$ cat src/rtl/dual_port_bank_arbiter_if.sv
// Requester-side bundle for dual_port_bank_arbiter: request/grant handshake and
// read-return signals for both ports A and B.
interface dual_port_bank_arbiter_if #(
    parameter int ADDR_W = 8,
    parameter int DATA_W = 8
);
    logic              a_req;
    logic              a_we;
    logic [ADDR_W-1:0] a_addr;
    logic [DATA_W-1:0] a_wdata;
    logic              a_gnt;
    logic              a_rvalid;
    logic [DATA_W-1:0] a_rdata;

    logic              b_req;
    logic              b_we;
    logic [ADDR_W-1:0] b_addr;
    logic [DATA_W-1:0] b_wdata;
    logic              b_gnt;
    logic              b_rvalid;
    logic [DATA_W-1:0] b_rdata;

    modport master (
        output a_req, a_we, a_addr, a_wdata,
        output b_req, b_we, b_addr, b_wdata,
        input  a_gnt, a_rvalid, a_rdata,
        input  b_gnt, b_rvalid, b_rdata
    );

    modport slave (
        input  a_req, a_we, a_addr, a_wdata,
        input  b_req, b_we, b_addr, b_wdata,
        output a_gnt, a_rvalid, a_rdata,
        output b_gnt, b_rvalid, b_rdata
    );
endinterface

$ cat src/rtl/dual_port_bank_arbiter.sv
// Shares four single-port RAM banks between two requesters with round-robin on
// same-bank conflicts. Optional conflict counter: define ARB_CONFLICT_CNT_EN.
module dual_port_bank_arbiter #(
    parameter int ADDR_W = 8,
    parameter int DATA_W = 8,
    parameter int CNT_W  = 8
) (
    input  logic                     clk,
    input  logic                     rst_n,
    dual_port_bank_arbiter_if.slave  port_if,
    output logic [3:0]               bank_ce_o,
    output logic [3:0]               bank_we_o,
    output logic [4*(ADDR_W-2)-1:0]  bank_addr_o,
    output logic [4*DATA_W-1:0]      bank_wdata_o,
    input  logic [4*DATA_W-1:0]      bank_rdata_i
`ifdef ARB_CONFLICT_CNT_EN
    ,
    output logic [CNT_W-1:0]         conflict_cnt_o
`endif
);

    localparam int LA_W = ADDR_W - 2;

    typedef enum logic {
        PRIO_A = 1'b0,
        PRIO_B = 1'b1
    } prio_e;

    prio_e prio_q, prio_d;

    logic [1:0] a_bank, b_bank;
    logic       conflict;
    logic       a_gnt, b_gnt;

    logic [3:0]              bank_ce_d,    bank_ce_q;
    logic [3:0]              bank_we_d,    bank_we_q;
    logic [4*LA_W-1:0]       bank_addr_d,  bank_addr_q;
    logic [4*DATA_W-1:0]     bank_wdata_d, bank_wdata_q;

    // Read return pipeline: stage 1 tracks the bank strobe cycle, stage 2 the data cycle.
    logic       a_rd1_d, a_rd1_q, a_rvalid_q;
    logic       b_rd1_d, b_rd1_q, b_rvalid_q;
    logic [1:0] a_idx1_q, a_idx2_q;
    logic [1:0] b_idx1_q, b_idx2_q;

    logic [DATA_W-1:0] rd_bank [4];

    assign a_bank   = port_if.a_addr[ADDR_W-1 -: 2];
    assign b_bank   = port_if.b_addr[ADDR_W-1 -: 2];
    assign conflict = port_if.a_req && port_if.b_req && (a_bank == b_bank);

    assign a_gnt = rst_n && port_if.a_req && !(conflict && (prio_q == PRIO_B));
    assign b_gnt = rst_n && port_if.b_req && !(conflict && (prio_q == PRIO_A));

    assign port_if.a_gnt = a_gnt;
    assign port_if.b_gnt = b_gnt;

    // Every conflict transfers exactly one side, so flipping hands the next one to the loser.
    always_comb begin
        prio_d = prio_q;
        if (conflict) begin
            prio_d = (prio_q == PRIO_A) ? PRIO_B : PRIO_A;
        end
    end

    // NOTE: every always_comb output gets a default first so no path can infer a latch.
    always_comb begin
        bank_ce_d    = '0;
        bank_we_d    = '0;
        bank_addr_d  = '0;
        bank_wdata_d = '0;
        a_rd1_d      = a_gnt && !port_if.a_we;
        b_rd1_d      = b_gnt && !port_if.b_we;
        for (int k = 0; k < 4; k++) begin
            if (a_gnt && (a_bank == k[1:0])) begin
                bank_ce_d[k]                   = 1'b1;
                bank_we_d[k]                   = port_if.a_we;
                bank_addr_d[k*LA_W +: LA_W]    = port_if.a_addr[LA_W-1:0];
                bank_wdata_d[k*DATA_W +: DATA_W] = port_if.a_wdata;
            end else if (b_gnt && (b_bank == k[1:0])) begin
                bank_ce_d[k]                   = 1'b1;
                bank_we_d[k]                   = port_if.b_we;
                bank_addr_d[k*LA_W +: LA_W]    = port_if.b_addr[LA_W-1:0];
                bank_wdata_d[k*DATA_W +: DATA_W] = port_if.b_wdata;
            end
        end
    end

    // NOTE: sequential state uses non-blocking assignments so all flops update together.
    always_ff @(posedge clk or negedge rst_n) begin
        if (!rst_n) begin
            prio_q       <= PRIO_A;
            bank_ce_q    <= '0;
            bank_we_q    <= '0;
            bank_addr_q  <= '0;
            bank_wdata_q <= '0;
            a_rd1_q      <= 1'b0;
            b_rd1_q      <= 1'b0;
            a_rvalid_q   <= 1'b0;
            b_rvalid_q   <= 1'b0;
            a_idx1_q     <= '0;
            b_idx1_q     <= '0;
            a_idx2_q     <= '0;
            b_idx2_q     <= '0;
        end else begin
            prio_q       <= prio_d;
            bank_ce_q    <= bank_ce_d;
            bank_we_q    <= bank_we_d;
            bank_addr_q  <= bank_addr_d;
            bank_wdata_q <= bank_wdata_d;
            a_rd1_q      <= a_rd1_d;
            b_rd1_q      <= b_rd1_d;
            a_rvalid_q   <= a_rd1_q;
            b_rvalid_q   <= b_rd1_q;
            a_idx1_q     <= a_bank;
            b_idx1_q     <= b_bank;
            a_idx2_q     <= a_idx1_q;
            b_idx2_q     <= b_idx1_q;
        end
    end

    for (genvar g = 0; g < 4; g++) begin : g_rd_bank
        assign rd_bank[g] = bank_rdata_i[g*DATA_W +: DATA_W];
    end

    assign bank_ce_o    = bank_ce_q;
    assign bank_we_o    = bank_we_q;
    assign bank_addr_o  = bank_addr_q;
    assign bank_wdata_o = bank_wdata_q;

    assign port_if.a_rvalid = a_rvalid_q;
    assign port_if.b_rvalid = b_rvalid_q;
    assign port_if.a_rdata  = a_rvalid_q ? rd_bank[a_idx2_q] : '0;
    assign port_if.b_rdata  = b_rvalid_q ? rd_bank[b_idx2_q] : '0;

`ifdef ARB_CONFLICT_CNT_EN
    logic [CNT_W-1:0] cnt_d, cnt_q;

    always_comb begin
        cnt_d = cnt_q;
        if (conflict && (cnt_q != {CNT_W{1'b1}})) begin
            cnt_d = cnt_q + 1'b1;
        end
    end

    always_ff @(posedge clk or negedge rst_n) begin
        if (!rst_n) begin
            cnt_q <= '0;
        end else begin
            cnt_q <= cnt_d;
        end
    end

    assign conflict_cnt_o = cnt_q;
`endif

endmodule

$ cat src/flat_wrapper.sv
// flat-port wrapper written by rule: the top's interface ports become plain ports
module dual_port_bank_arbiter_flat 
#(
    parameter int ADDR_W = 8,
    parameter int DATA_W = 8,
    parameter int CNT_W  = 8
)
  (clk, rst_n, bank_ce_o, bank_we_o, bank_addr_o, bank_wdata_o, bank_rdata_i, port_if_a_req, port_if_a_we, port_if_a_addr, port_if_a_wdata, port_if_b_req, port_if_b_we, port_if_b_addr, port_if_b_wdata, port_if_a_gnt, port_if_a_rvalid, port_if_a_rdata, port_if_b_gnt, port_if_b_rvalid, port_if_b_rdata);
  dual_port_bank_arbiter_if #(.ADDR_W(ADDR_W), .DATA_W(DATA_W)) port_if_i ();
  input  logic clk;
  input  logic rst_n;
  output logic [3:0] bank_ce_o;
  output logic [3:0] bank_we_o;
  output logic [4*(ADDR_W-2)-1:0] bank_addr_o;
  output logic [4*DATA_W-1:0] bank_wdata_o;
  input  logic [4*DATA_W-1:0] bank_rdata_i;
  input wire logic [$bits(port_if_i.a_req)-1:0] port_if_a_req;
  input wire logic [$bits(port_if_i.a_we)-1:0] port_if_a_we;
  input wire logic [$bits(port_if_i.a_addr)-1:0] port_if_a_addr;
  input wire logic [$bits(port_if_i.a_wdata)-1:0] port_if_a_wdata;
  input wire logic [$bits(port_if_i.b_req)-1:0] port_if_b_req;
  input wire logic [$bits(port_if_i.b_we)-1:0] port_if_b_we;
  input wire logic [$bits(port_if_i.b_addr)-1:0] port_if_b_addr;
  input wire logic [$bits(port_if_i.b_wdata)-1:0] port_if_b_wdata;
  output wire logic [$bits(port_if_i.a_gnt)-1:0] port_if_a_gnt;
  output wire logic [$bits(port_if_i.a_rvalid)-1:0] port_if_a_rvalid;
  output wire logic [$bits(port_if_i.a_rdata)-1:0] port_if_a_rdata;
  output wire logic [$bits(port_if_i.b_gnt)-1:0] port_if_b_gnt;
  output wire logic [$bits(port_if_i.b_rvalid)-1:0] port_if_b_rvalid;
  output wire logic [$bits(port_if_i.b_rdata)-1:0] port_if_b_rdata;
  assign port_if_i.a_req = port_if_a_req;
  assign port_if_i.a_we = port_if_a_we;
  assign port_if_i.a_addr = port_if_a_addr;
  assign port_if_i.a_wdata = port_if_a_wdata;
  assign port_if_i.b_req = port_if_b_req;
  assign port_if_i.b_we = port_if_b_we;
  assign port_if_i.b_addr = port_if_b_addr;
  assign port_if_i.b_wdata = port_if_b_wdata;
  assign port_if_a_gnt = port_if_i.a_gnt;
  assign port_if_a_rvalid = port_if_i.a_rvalid;
  assign port_if_a_rdata = port_if_i.a_rdata;
  assign port_if_b_gnt = port_if_i.b_gnt;
  assign port_if_b_rvalid = port_if_i.b_rvalid;
  assign port_if_b_rdata = port_if_i.b_rdata;
  dual_port_bank_arbiter #(.ADDR_W(ADDR_W), .DATA_W(DATA_W), .CNT_W(CNT_W)) u_core (.clk(clk), .rst_n(rst_n), .port_if(port_if_i), .bank_ce_o(bank_ce_o), .bank_we_o(bank_we_o), .bank_addr_o(bank_addr_o), .bank_wdata_o(bank_wdata_o), .bank_rdata_i(bank_rdata_i));
endmodule
$ cat config.mk
export PLATFORM = sky130hd
export DESIGN_NAME = dual_port_bank_arbiter_flat
export DESIGN_NICKNAME = d
export VERILOG_FILES = /design/src/rtl/dual_port_bank_arbiter_if.sv /design/src/rtl/dual_port_bank_arbiter.sv /design/src/flat_wrapper.sv
export SDC_FILE = /design/constraint.sdc
export NUM_CORES = 1
export LEC_CHECK = 0
export CORE_ASPECT_RATIO = 1.25
export CORE_MARGIN = 2
export CORE_UTILIZATION = 45
export DETAILED_ROUTE_END_ITERATION = 7
export PLACE_DENSITY = 0.95
export SYNTH_ARGS = -nofsm -noshare
export SYNTH_HDL_FRONTEND = slang
export SYNTH_SLANG_ARGS = --single-unit
$ cat constraint.sdc
create_clock -name clk -period 2.76 [get_ports clk]
set_input_delay 0.276 -clock clk [delete_from_list [all_inputs] [get_ports clk]]
set_output_delay 0.276 -clock clk [all_outputs]
set_load 0.05 [all_outputs]
==> results_dict.tcl <==
set metrics [dict create \
    rows 35 \
    fin_crit_sh_pct 94.4 \
    fin_ws_ns 0.154 \
    status "finished clean" \
    reg2reg_setup_slack_ns 1.02 \
    num_io_pins 154 \
    fin_crit_ns 2.61 \
    finalSetupViolCount 0 \
    worstSetupPathType "register to output port" \
    clk_pin_slew_ns 0.08 \
    ys_top_cells_by_count "77 x dfrtp_1, 60 x o2bb2ai_1, 17 x and2_1, 17 x nand2_1, 16 x mux4_2" \
    startpoint_type "register" \
    r2r-end "u_core.bank_wdata_o[4]" \
    tightest_slew_ns 1.05 \
    synthTopCellsByArea "dfrtp_1 58%, o2bb2ai_1 16%, mux4_2 11%" \
    setup_tns_ns 0 \
    synth_cell_types 26 \
    insertion_delay_ns 0.35 \
    grt_pass1_wl_um 15200 \
    holdBufCountCts 0 \
    wl_um 10000 \
    grtUsageTotal_pct 25.5 \
    ir_drop_mv 0.349 \
    clock_path_buffers 2 \
    vias 2796 \
    h-tree-depth 3 \
    synth_simple_gate_area_share_pct 10.7 \
    drt_iter0_drc 174 \
    clock.fmax_ghz 0.384 \
    seq_area_frac_synth_pct 57.7 \
    synthFlopType "dfrtp_1" \
    wl_per_cell_um 20.5 \
    grt_pass1_vias 2921 \
    port_buffers 153 \
    ys_ff_latch 77 \
    diodes 0 \
    postSynth.asyncResetShare_pct 100 \
    synth.most_common_cell "dfrtp_1" \
    yosys.area.top_type "dfrtp_1" \
    arrival_ns 2.33 \
    cpMaxStageDelayCell "clkdlybuf4s50_1" \
    hpwl_um 7270 \
    maxSlewViolCount 0 \
    synthXorXnorAreaFrac_pct 0.787 \
    synth-compound-area-share_pct 17.0 \
    max_slew_margin_pct 29.3 \
    drive_above_1_share_pct 12.9 \
    pre_cts_slack_ns 0.323 \
    layout.nets 460 \
    critPathMaxStageDelay_ns 0.71 \
    synth-edff-count 0 \
    grt_overflow 0 \
    p_leak_uw 0.00212 \
    hold_violations 0 \
    synth.net_count 308 \
    cts_inserted_buffers 9 \
    path_cells "mux4_2 > and2_1 > clkdlybuf4s50_1" \
    cp_max_fo 8 \
    gp_congestion 0.871 \
    cap_viol_max_count 0 \
    netlist_area_um2 3340 \
    num-fill-cells 471 \
    die-area_um2 8130 \
    grt_setup_unrepaired "false" \
    syn_inst 238 \
    route.detailed.drc 0 \
    cts_root_buffer "clkbuf_8" \
    core_um2 7270 \
    syn_area_per_cell_um2 14.0 \
    fp.dieW_um 81.1 \
    cts_tree "built" \
    post_cts_buffers 0 \
    firstDrtPassIters 4 \
    vias_per_cell 5.74 \
    synth_top_family_by_area "compound AO/OA/AOI/OAI gates" \
    die_h_um 100 \
    syn_to_final_growth_pct 54.4 \
    end_kind "output port" \
    initial_core_util_pct 46.0 \
    yosys.area.top_type_share_pct 57.7 \
    clkSinkCount 77 \
    pwr_density_cell_nw_per_um2 520 \
    required_ns 2.48 \
    finalClockSkew_ns 0.00907 \
    antenna_found_initial 0 \
    synthMuxAreaShare_pct 10.8 \
    synth_fa_ha_area_share_pct 0 \
    reg2reg_depth 3 \
    fin_total_pwr_uw 2680 \
    r2r_start "u_core.prio_q" \
    ys_warn_count 0 \
    hold_path_class "input pin to async pin" \
    drtAntennaViolNets 0 \
    grt_max_degree 47 \
]
==> registers in the layout (all words and copies together), names as in the netlist <==
signal and flops:
u_core.a_idx2_q 2, u_core.port_if.b_rvalid 1, u_core.bank_wdata_o 32, u_core.b_idx1_q 2
u_core.b_idx2_q 2, u_core.port_if.a_rvalid 1, u_core.prio_q 1, u_core.bank_ce_o 4
u_core.a_rd1_q 1, u_core.bank_addr_o 24, u_core.bank_we_o 4, u_core.a_idx1_q 2
u_core.b_rd1_q 1
==> layer usage <==
metal / GRT usage [%] / wire, µm / vias to the layer above
met1: 28.5 / 3590 / 1406
met5: 0 / 0 / -
li1: - / - / 1221
met3: 4.50 / 495 / 28
met4: 13.7 / 318 / 0
met2: 45.3 / 5590 / 141
==> placed cells by master, fill, tap and decap left out <==
master           instances
and3_1                   2
a21oi_1                  1
nand4_1                  4
and4b_4                  1
clkinv_4                 1
nor2b_1                  3
nor4_4                   1
nand3_1                  4
and2_1                  17
a41o_2                   1
inv_6                    2
and3_2                   2
bufinv_16                2
nor2_1                   3
clkinv_2                 2
nand3_2                  3
dfrtp_1                 75
buf_4                    7
nor3b_4                  1
inv_1                    2
o21bai_1                 1
a41o_1                   2
clkbuf_8                 9
o2bb2ai_1               60
clkdlybuf4s50_1        150
buf_12                   1
dfrtp_2                  2
nand2_1                 17
mux4_2                  16
xnor2_1                  3
==> worst max-delay path by stage <==
| stage | start | end | cells past startpoint |
|---|---|---|---|
| final | u_core.b_idx2_q[0] | port_if_b_rdata[7] | 3 |
| after global routing | u_core.b_idx2_q[0] | port_if_b_rdata[7] | 3 |
| after CTS | u_core.a_idx2_q[0] | port_if_a_rdata[1] | 3 |
| after detailed placement | port_if_a_addr[7] | u_core.bank_wdata_o[4] | 5 |
| after global placement | port_if_a_addr[7] | u_core.bank_wdata_o[2] | 5 |
| after floorplan | port_if_b_req | u_core.a_rd1_q | 5 |
==> metrics by stage <==
step / utilization [%] / instance area, µm² / hold WS [ns] / instances
floorplan: - / 3340 / -0.0196 / 238
CTS: 70.9 / 5160 / 0.0150 / 487
global route: 71.0 / 5160 / 0.0501 / 487
finish: 71.0 / 5160 / 0.0154 / 487
global placement: 67.9 / 4940 / 0.332 / 471
detailed placement: 67.9 / 4940 / 0.336 / 471
==> timing repair <==
item	in CTS	in global routing
gates resized for setup	1	1
gates cloned	0	0
endpoints found under the hold margin	0	0
endpoints found under the setup margin	1	8
pin swaps	0	0
==> critical path, delay by kind of cell (launching register included) <==
kind / cells / cell delay, ns
buffers and inverters: 1 / 0.71
muxes: 1 / 0.55
and+or+nand+nor: 1 / 0.19
DFF: 1 / 0.53
==> power breakdown <==
group / internal (µW) / total, µW / switching [µW] / leakage [µW]
combinational: 234 / 542 / 308 / 0.000969
sequential: 1170 / 1210 / 34.4 / 0.00103
clock: 514 / 933 / 420 / 0.000114
total: 1920 / 2680 / 762 / 0.00212
==> layout make-up <==
cell class | count | area (µm²) | share of cell area [%]
inverters | 2 | 7.51 | 0.146
repair buffers | 158 | 1570 | 30.5
clock buffers | 9 | 124 | 2.40
well taps | 92 | 115 | 2.23
multi-input cells | 142 | 1310 | 25.4
flip-flops and latches | 77 | 1930 | 37.4
clock inverters | 7 | 96.3 | 1.87
==> logic make-up (layout without fill, tap and decap cells) <==
logic type | Yosys count | in the layout
AO/OA/AOI/OAI | 65 | 65
buffers and inverters | 19 | 176
flip-flops | 77 | 77
XOR/XNOR | 3 | 3
multiplexers | 16 | 16
AND/OR/NAND/NOR | 58 | 58
No activity file was read; power rests on OpenSTA's default activity.
